## src/rtl/ps2_time_entry.sv

```systemverilog
// rtl/ps2_time_entry.sv - PS/2 key-release decoder and HH:MM keypad entry FSM (optional ENTRY_TIMEOUT_EN idle abort)
module ps2_time_entry #(
  parameter int          SYNC_STAGES    = 2,
  parameter int unsigned TIMEOUT_CYCLES = 1000000000
) (
  input  logic        CLK100MHZ,
  input  logic        CPU_RESETN,
  input  logic [31:0] keypress,
  input  logic        newVal,
  output logic        entry_active,
  output logic        entry_target,
  output logic [1:0]  entry_pos,
  output logic [15:0] entry_bcd,
  output logic        entry_full,
  output logic        set_time,
  output logic        set_alarm,
  output logic [15:0] commit_bcd,
  output logic        key_err
);

  typedef enum logic [2:0] {S_IDLE, S_H10, S_H1, S_M10, S_M1, S_FULL} state_t;
  typedef enum logic [2:0] {K_NONE, K_DIGIT, K_T, K_A, K_ENTER, K_BS, K_ESC} key_t;

  logic [SYNC_STAGES-1:0] sync_q;
  logic                   edge_q;
  logic                   key_evt;
  logic                   accept;
  logic                   timeout;

  state_t      state_q;
  logic        target_q;
  logic [15:0] bcd_q;
  logic [15:0] commit_q;
  logic        set_time_q;
  logic        set_alarm_q;
  logic        key_err_q;

  key_t        kcls;
  logic [3:0]  kdig;
  logic [3:0]  lim;
  logic [1:0]  pos;

  // Only the break prefix and the make code matter; older bytes are history.
  logic unused_keypress;
  assign unused_keypress = ^keypress[31:16];

  // Bring newVal into the system clock domain and keep one extra stage for edge detection
  always_ff @(posedge CLK100MHZ or negedge CPU_RESETN) begin
    if (!CPU_RESETN) begin
      sync_q <= '0;
      edge_q <= 1'b0;
    end else begin
      sync_q <= {sync_q[SYNC_STAGES-2:0], newVal};
      edge_q <= sync_q[SYNC_STAGES-1];
    end
  end

  // newVal falls once the make byte after F0 has arrived; keypress is stable then
  assign key_evt = edge_q & ~sync_q[SYNC_STAGES-1];
  assign accept  = key_evt && (keypress[15:8] == 8'hF0);

  // Translate the set-2 make code into a key class and digit value
  always_comb begin
    kcls = K_NONE;
    kdig = 4'd0;
    case (keypress[7:0])
      8'h45: begin kcls = K_DIGIT; kdig = 4'd0; end
      8'h16: begin kcls = K_DIGIT; kdig = 4'd1; end
      8'h1E: begin kcls = K_DIGIT; kdig = 4'd2; end
      8'h26: begin kcls = K_DIGIT; kdig = 4'd3; end
      8'h25: begin kcls = K_DIGIT; kdig = 4'd4; end
      8'h2E: begin kcls = K_DIGIT; kdig = 4'd5; end
      8'h36: begin kcls = K_DIGIT; kdig = 4'd6; end
      8'h3D: begin kcls = K_DIGIT; kdig = 4'd7; end
      8'h3E: begin kcls = K_DIGIT; kdig = 4'd8; end
      8'h46: begin kcls = K_DIGIT; kdig = 4'd9; end
      8'h2C: kcls = K_T;
      8'h1C: kcls = K_A;
      8'h5A: kcls = K_ENTER;
      8'h66: kcls = K_BS;
      8'h76: kcls = K_ESC;
      default: kcls = K_NONE;
    endcase
  end

  // Digit position and the largest digit allowed there (H1 depends on H10 for 20-23)
  always_comb begin
    pos = 2'd0;
    lim = 4'd9;
    case (state_q)
      S_H10:  begin pos = 2'd0; lim = 4'd2; end
      S_H1:   begin pos = 2'd1; lim = (bcd_q[15:12] == 4'd2) ? 4'd3 : 4'd9; end
      S_M10:  begin pos = 2'd2; lim = 4'd5; end
      S_M1:   begin pos = 2'd3; lim = 4'd9; end
      S_FULL: begin pos = 2'd3; lim = 4'd9; end
      default: begin pos = 2'd0; lim = 4'd9; end
    endcase
  end

`ifdef ENTRY_TIMEOUT_EN
  logic [29:0] idle_q;

  assign timeout = (state_q != S_IDLE) && (idle_q == 30'(TIMEOUT_CYCLES - 1));

  // Idle counter: runs during entry, restarts on any accepted key or on abort
  always_ff @(posedge CLK100MHZ or negedge CPU_RESETN) begin
    if (!CPU_RESETN) begin
      idle_q <= '0;
    end else if ((state_q == S_IDLE) || accept || timeout) begin
      idle_q <= '0;
    end else begin
      idle_q <= idle_q + 30'd1;
    end
  end
`else
  logic [29:0] unused_timeout;
  assign unused_timeout = 30'(TIMEOUT_CYCLES);
  assign timeout        = 1'b0;
`endif

  // Entry FSM with registered strobes; a key in the same cycle as the timeout takes priority
  always_ff @(posedge CLK100MHZ or negedge CPU_RESETN) begin
    if (!CPU_RESETN) begin
      state_q     <= S_IDLE;
      target_q    <= 1'b0;
      bcd_q       <= '0;
      commit_q    <= '0;
      set_time_q  <= 1'b0;
      set_alarm_q <= 1'b0;
      key_err_q   <= 1'b0;
    end else begin
      set_time_q  <= 1'b0;
      set_alarm_q <= 1'b0;
      key_err_q   <= 1'b0;
      if (accept) begin
        case (kcls)
          K_T, K_A: begin
            state_q  <= S_H10;
            target_q <= (kcls == K_A);
            bcd_q    <= '0;
          end
          K_ESC: begin
            if (state_q != S_IDLE) begin
              state_q <= S_IDLE;
              bcd_q   <= '0;
            end
          end
          K_ENTER: begin
            if (state_q == S_FULL) begin
              commit_q    <= bcd_q;
              set_time_q  <= ~target_q;
              set_alarm_q <= target_q;
              state_q     <= S_IDLE;
              bcd_q       <= '0;
            end
          end
          K_BS: begin
            case (state_q)
              S_FULL: begin state_q <= S_M1;  bcd_q[3:0]   <= 4'd0; end
              S_M1:   begin state_q <= S_M10; bcd_q[7:4]   <= 4'd0; end
              S_M10:  begin state_q <= S_H1;  bcd_q[11:8]  <= 4'd0; end
              S_H1:   begin state_q <= S_H10; bcd_q[15:12] <= 4'd0; end
              default: ;
            endcase
          end
          K_DIGIT: begin
            if ((state_q == S_H10) || (state_q == S_H1) ||
                (state_q == S_M10) || (state_q == S_M1)) begin
              if (kdig <= lim) begin
                bcd_q[{~pos, 2'b00} +: 4] <= kdig;
                state_q <= state_t'(state_q + 3'd1);
              end else begin
                key_err_q <= 1'b1;
              end
            end
          end
          default: ;
        endcase
      end else if (timeout) begin
        state_q <= S_IDLE;
        bcd_q   <= '0;
      end
    end
  end

  assign entry_active = (state_q != S_IDLE);
  assign entry_full   = (state_q == S_FULL);
  assign entry_target = target_q;
  assign entry_pos    = pos;
  assign entry_bcd    = bcd_q;
  assign commit_bcd   = commit_q;
  assign set_time     = set_time_q;
  assign set_alarm    = set_alarm_q;
  assign key_err      = key_err_q;

endmodule
```

## config.mk

```make
export PLATFORM = sky130hd
export DESIGN_NAME = ps2_time_entry
export DESIGN_NICKNAME = d
export VERILOG_FILES = /design/src/rtl/ps2_time_entry.sv
export SDC_FILE = /design/constraint.sdc
export NUM_CORES = 1
export LEC_CHECK = 0
export CAP_MARGIN = 20
export CORE_MARGIN = 3
export CORE_UTILIZATION = 40
export CTS_BUF_LIST = sky130_fd_sc_hd__clkbuf_8
export CTS_CLUSTER_DIAMETER = 150
export CTS_CLUSTER_SIZE = 24
export DETAILED_ROUTE_END_ITERATION = 12
export PLACE_DENSITY = 0.69
export SLEW_MARGIN = 20
export SYNTH_ARGS = -nofsm -noshare
export SYNTH_HDL_FRONTEND = slang
export SYNTH_SLANG_ARGS = --single-unit
```

## constraint.sdc

```tcl
create_clock -name CLK100MHZ -period 6.3 [get_ports CLK100MHZ]
set_input_delay 1.26 -clock CLK100MHZ [delete_from_list [all_inputs] [get_ports CLK100MHZ]]
set_output_delay 1.26 -clock CLK100MHZ [all_outputs]
set_load 0.03 [all_outputs]
```

==> results_dict.tcl, run 1 <==
set metrics [dict create \
    skew_ps 5.988 \
    finalSetupViolations 0 \
    cp.required_ps 6480 \
    drt_wl_total_mm 5.906 \
    crit_path_max_fanout 11 \
    synth_nets 303 \
    gp_congestion 0.8278 \
    startpoint_type "primary input" \
    drv_cap 0 \
    hold_path_class "flop to flop" \
    p_leak_nw 1.473 \
    finalCriticalPeriod_ps 4479 \
    vdd_drop_max_v 0.0001006 \
    seq_power_share_pct 54.4 \
    netlist.area_leader.share_pct 39.92 \
    route.met3.wl_um 266 \
    power_frac_clock_pct 37.3 \
    synth_most_common_cell "dfrtp_1" \
    pwr-share-comb_pct 8.3 \
    dr.pass1.iters 4 \
    fmax_mhz 223.3 \
    finalCritPeriodShare_pct 71.09 \
    clockRootBuffer "clkbuf_8" \
    grt_max_degree 43 \
    die_y_um 87.13 \
    synth_ff_type "dfrtp_1" \
    yosysTopAreaCell "dfrtp_1" \
    ys_top_cells_by_count "dfrtp_1 (42), nor2_1 (28), nand2_1 (21)" \
    crit_type "primary input to flop" \
    fp.dieW_um 87.13 \
    ios 75 \
    wl_met2_mm 2.832 \
    grt_use_total_pct 16.13 \
    slew_violations 0 \
    grt_pass1_vias 2022 \
    hold_ws_ps 355.5 \
    clkSlewWorstSetupHoldPaths_ps 80 \
    hold_buffers 0 \
    clock_latency_ps 300 \
    cp-end-kind "flop" \
    ys_seq_area_share_pct 39.92 \
    netSwitchingFraction_pct 24.26 \
    antenna_found_initial 0 \
    cts_tree "done" \
    layout-drive-gt1-share_pct 13.97 \
    synth_edf_count 0 \
    diodes 0 \
    avgSynthCellArea_um2 10.36 \
    placedCellCount 382 \
    cts_resized 0 \
    vias 2091 \
    rows 28 \
    status "finished, final reports clean" \
    net-switching-power_mw 0.1206 \
    grt_overflow 0 \
    drt_iter0_drc 122 \
    rsz0062_at_grt "false" \
    synthArstFlopShare_pct 100.0 \
    final_cells 390 \
    wirelength_met1_mm 2.748 \
    powerDensity_nw_per_um2 147.9 \
    start_util_pct 42.94 \
    synth.distinct_cells 57 \
    area_delta_synth_final_pct 27.71 \
    drc 0 \
    ys_top_cells_by_area "dfrtp_1 (40%), mux2_2 (7.3%), mux2_1 (6.8%)" \
    grt_pass1_wl_mm 9.646 \
    ys_warn_count 0 \
    drt.antenna.violating_nets 0 \
    postCtsSetupBuffers 0 \
    ff2ff_setup_slack_ps 3150 \
    p_int_mw 0.3765 \
    cts_sinks 42 \
    core_area_um2 6131 \
    hold_violations 0 \
    cts_made_buffers 5 \
    portBuffers 58 \
    routedWlPerCell_um 15.14 \
    dr.max_layer_used "met4" \
    design.die.area_um2 7591 \
    nets 363 \
    postSynthCellCount 254 \
    via_per_inst 5.362 \
    h-tree-depth 2 \
    crit_arrival_ps 4660 \
    fin_tns_setup_ps 0 \
    slew_headroom_pct 37.87 \
    dp_hpwl_mm 4.541 \
    cts_buffer_depth 2 \
    worst_pin_slew_ps 932.0 \
    syn_area_um2 2633 \
    synth-seq-cells 42 \
]
path summary, 6_finish.rpt:
check / from / end / depth (start not counted)
hold / removal: sync_q[0] / sync_q[1] / 0
hold reg to reg: sync_q[0] / sync_q[1] / 0
max in group asynchronous: CPU_RESETN / commit_bcd[3] / 1
setup reg to reg: state_q[2] / entry_bcd[13] / 10
setup / recovery: keypress[4] / entry_bcd[13] / 13
min in group asynchronous: CPU_RESETN / commit_bcd[6] / 1
flip-flops by register name (all words and copies together), names as in the netlist:
signal	cells
commit_bcd	16
entry_bcd	16
state_q	3
sync_q	2
edge_q	1
entry_target	1
key_err	1
set_alarm	1
set_time	1
worst max-delay path: stages:
cell             delay, ps
clkdlybuf4s50_1        610
or2_2                  420
nand2_1                110
mux2i_1                 70
or3_1                  460
inv_1                  110
ha_1                   250
nand2_1                 70
o21ai_0                 90
a21oi_1                260
nor2_2                 150
a2111oi_4              440
mux2_1                 370
logic make-up (layout without fill, tap and decap cells):
kind of cell | count (synthesis) | after routing | synth area share, %
simple gates | 101 | 101 | 22.72
compound gates | 36 | 36 | 10.31
mux | 36 | 36 | 15.26
buf+inv | 21 | 82 | 3.754
flops | 42 | 42 | 39.92
fa+ha+maj | 15 | 15 | 7.034
xor+xnor | 3 | 3 | 0.9983
power by group through the flow:
stage	registers, mW	logic [mW]	clock network [mW]
after floorplan	0.276	0.0225	0
after global placement	0.276	0.0412	0
after detailed placement	0.276	0.0416	0
after CTS	0.271	0.0418	0.188
after global routing	0.271	0.0454	0.201
final	0.271	0.0414	0.185
layout by cell type, fill, tap and decap left out, drive strengths merged, types with 2 or more instances in the layout:
cell and instances:
a211oi 2, a21o 2, a21oi 6, a31oi 2
buf 2, clkbuf 6, clkdlybuf4s50 57, clkinv 2
dfrtp 42, ha 14, inv 14, mux2 33
mux2i 3, nand2 21, nand2b 2, nand3 5
nand4 3, nand4b 3, nor2 31, nor2b 7
nor3 10, nor3b 2, nor4 5, nor4b 3
o21a 2, o21ai 12, o22a 2, xnor2 3
per-stage QoR:
stage	setup slack, ps	util [%]	power (mW)	area [um2]
3_5_place_dp	1508	53.29	0.3176	3267
3_3_place_gp	1580	53.29	0.3172	3267
5_1_grt	1587	54.84	0.5169	3362
2_1_floorplan	2441	-	0.2985	2633
4_1_cts	1820	54.84	0.5003	3362
6_report	1821	54.84	0.4971	3362
per-layer routing:
metal,up-vias,global-route usage (%)
li1,1028,-
met1,1014,21.01
met2,45,27.05
met3,4,3.690
met4,0,4.184
met5,-,0
layout make-up:
type	count	area (um2)
clock buffers	6	82.58
clock inverters	2	12.51
fillers	545	2769
inverters	15	56.30
multi-input cells	191	1483
flip-flops and latches	42	1051
well taps	75	93.84
repair buffers	59	583.1
Power figures use the tool's default switching activity.
==> run 2: changes to the inputs <==
==> constraint.sdc (replaced) <==
create_clock -name CLK100MHZ -period 4.5 [get_ports CLK100MHZ]
set_input_delay 0.9 -clock CLK100MHZ [delete_from_list [all_inputs] [get_ports CLK100MHZ]]
set_output_delay 0.9 -clock CLK100MHZ [all_outputs]
set_load 0.03 [all_outputs]
==> run 2 against run 1 <==
  * Total power up 39%
  * Global-route usage increased by 0.49 points
  * Critical path type unchanged
  * Non-clock buffer count up 7
  * Combinational power is 48% higher
  * First-iteration DRC count fell by 40%
==> results_dict.tcl, run 2 (same netlist as run 1, synthesis figures left out) <==
set metrics [dict create \
    p_leak_nw 1.505 \
    h-tree-depth 2 \
    core_area_um2 6131 \
    drv_cap 0 \
    drt_iter0_drc 73 \
    fp.dieW_um 87.13 \
    startpoint_type "primary input" \
    design.die.area_um2 7591 \
    nFillCells 545 \
    status "finished, final reports clean" \
    cts_sinks 42 \
    cp.required_ps 4680 \
    clock_latency_ps 290 \
    fmax_mhz 265.9 \
    ios 75 \
    layout_commonest_cell "clkdlybuf4s50_1" \
    slew_violations 0 \
    dr.pass1.iters 4 \
    grt_max_degree 43 \
    postCtsSetupBuffers 0 \
    nets 370 \
    area_delta_synth_final_pct 29.71 \
    drc 0 \
    dp_hpwl_mm 4.685 \
    hold_violations 0 \
    routedWlPerCell_um 14.86 \
    clockRootBuffer "clkbuf_8" \
    crit_type "primary input to flop" \
    layout-drive-gt1-share_pct 15.84 \
    finalCriticalPeriod_ps 3761 \
    cts_made_buffers 5 \
    cts_buffer_depth 2 \
    grt_pass1_wl_mm 10.05 \
    slew_headroom_pct 38.68 \
    portBuffers 58 \
    antenna_found_initial 0 \
    crit_arrival_ps 3940 \
    powerDensity_nw_per_um2 202.9 \
    drt_wl_total_mm 5.901 \
    clkSlewWorstSetupHoldPaths_ps 80 \
    cts_resized 0 \
    grt_pass1_vias 2040 \
    finalSetupViolations 0 \
    fin_tns_setup_ps 0 \
    grt_overflow 0 \
    hold_buffers 0 \
    diodes 0 \
    most-common-layout-cells "clkdlybuf4s50_1 (57), dfrtp_1 (42), nor2_1 (28), nand2_1 (21), mux2_2 (17)" \
    rows 28 \
    finalCritPeriodShare_pct 83.59 \
    vias 2112 \
    grt_use_total_pct 16.62 \
    postLayoutCoreUtil_pct 55.69 \
    vdd_drop_max_v 0.0001775 \
    rsz0062_at_grt "false" \
    cp-end-kind "flop" \
    crit_path_max_fanout 8 \
    skew_ps 9.065 \
    hold_ws_ps 363.6 \
    via_per_inst 5.320 \
    die_y_um 87.13 \
    gp_congestion 0.8182 \
    start_util_pct 42.94 \
    worst_pin_slew_ps 919.8 \
    hold_path_class "flop to flop" \
    cts_tree "done" \
    drt.antenna.violating_nets 0 \
]
-- run 2: final timing paths --
kind | end | slack, ps | depth (start not counted) | from
hold / removal | sync_q[1] | 360 | 0 | sync_q[0]
setup reg to reg | entry_bcd[12] | 1420 | 10 | state_q[2]
max in group asynchronous | commit_bcd[15] | 3190 | 1 | CPU_RESETN
setup / recovery | entry_bcd[12] | 740 | 12 | keypress[6]
min in group asynchronous | commit_bcd[5] | 740 | 1 | CPU_RESETN
hold reg to reg | sync_q[1] | 360 | 0 | sync_q[0]
-- run 2: per-layer routing --
layer,share of wire (%),track usage [%],vias up
met1,48,23.32,1013
met3,4.1,3.406,5
met4,0.78,4.184,0
met2,47,26.29,46
met5,0,0,-
li1,-,-,1048
-- run 2: metrics by stage --
stage / worst slack [ps] / total power, mW / area [um2] / instances
after floorplan: 1001 / 0.4179 / 2633 / 254
after global placement: 430.2 / 0.4471 / 3319 / 389
after detailed placement: 436.5 / 0.4485 / 3319 / 389
after CTS: 744.0 / 0.7032 / 3415 / 397
after global routing: 380.1 / 0.7240 / 3415 / 397
final: 738.6 / 0.6926 / 3415 / 397
-- run 2: area by class of cell --
type                    instances  area (um2)  area share, %
multi-input cells             191        1483          43.42
flip-flops and latches         42        1051          30.78
repair buffers                 66       635.6          18.61
well taps                      75       93.84          2.748
clock buffers                   6       82.58          2.418
inverters                      15       56.30          1.649
clock inverters                 2       12.51         0.3664
-- run 2: power by group --
group	internal, mW	switching [mW]
logic	0.0280	0.0334
registers	0.378	0.000437
clock network	0.123	0.129
-- run 2: critical path, cell delays in order --
cell	delay (ps)
clkdlybuf4s50_1	660
inv_1	170
o31ai_1	270
nand3_1	150
inv_1	100
ha_1	250
a21oi_1	120
o21ai_0	110
a21oi_1	250
nor2_2	150
a2111oi_4	430
mux2_1	370
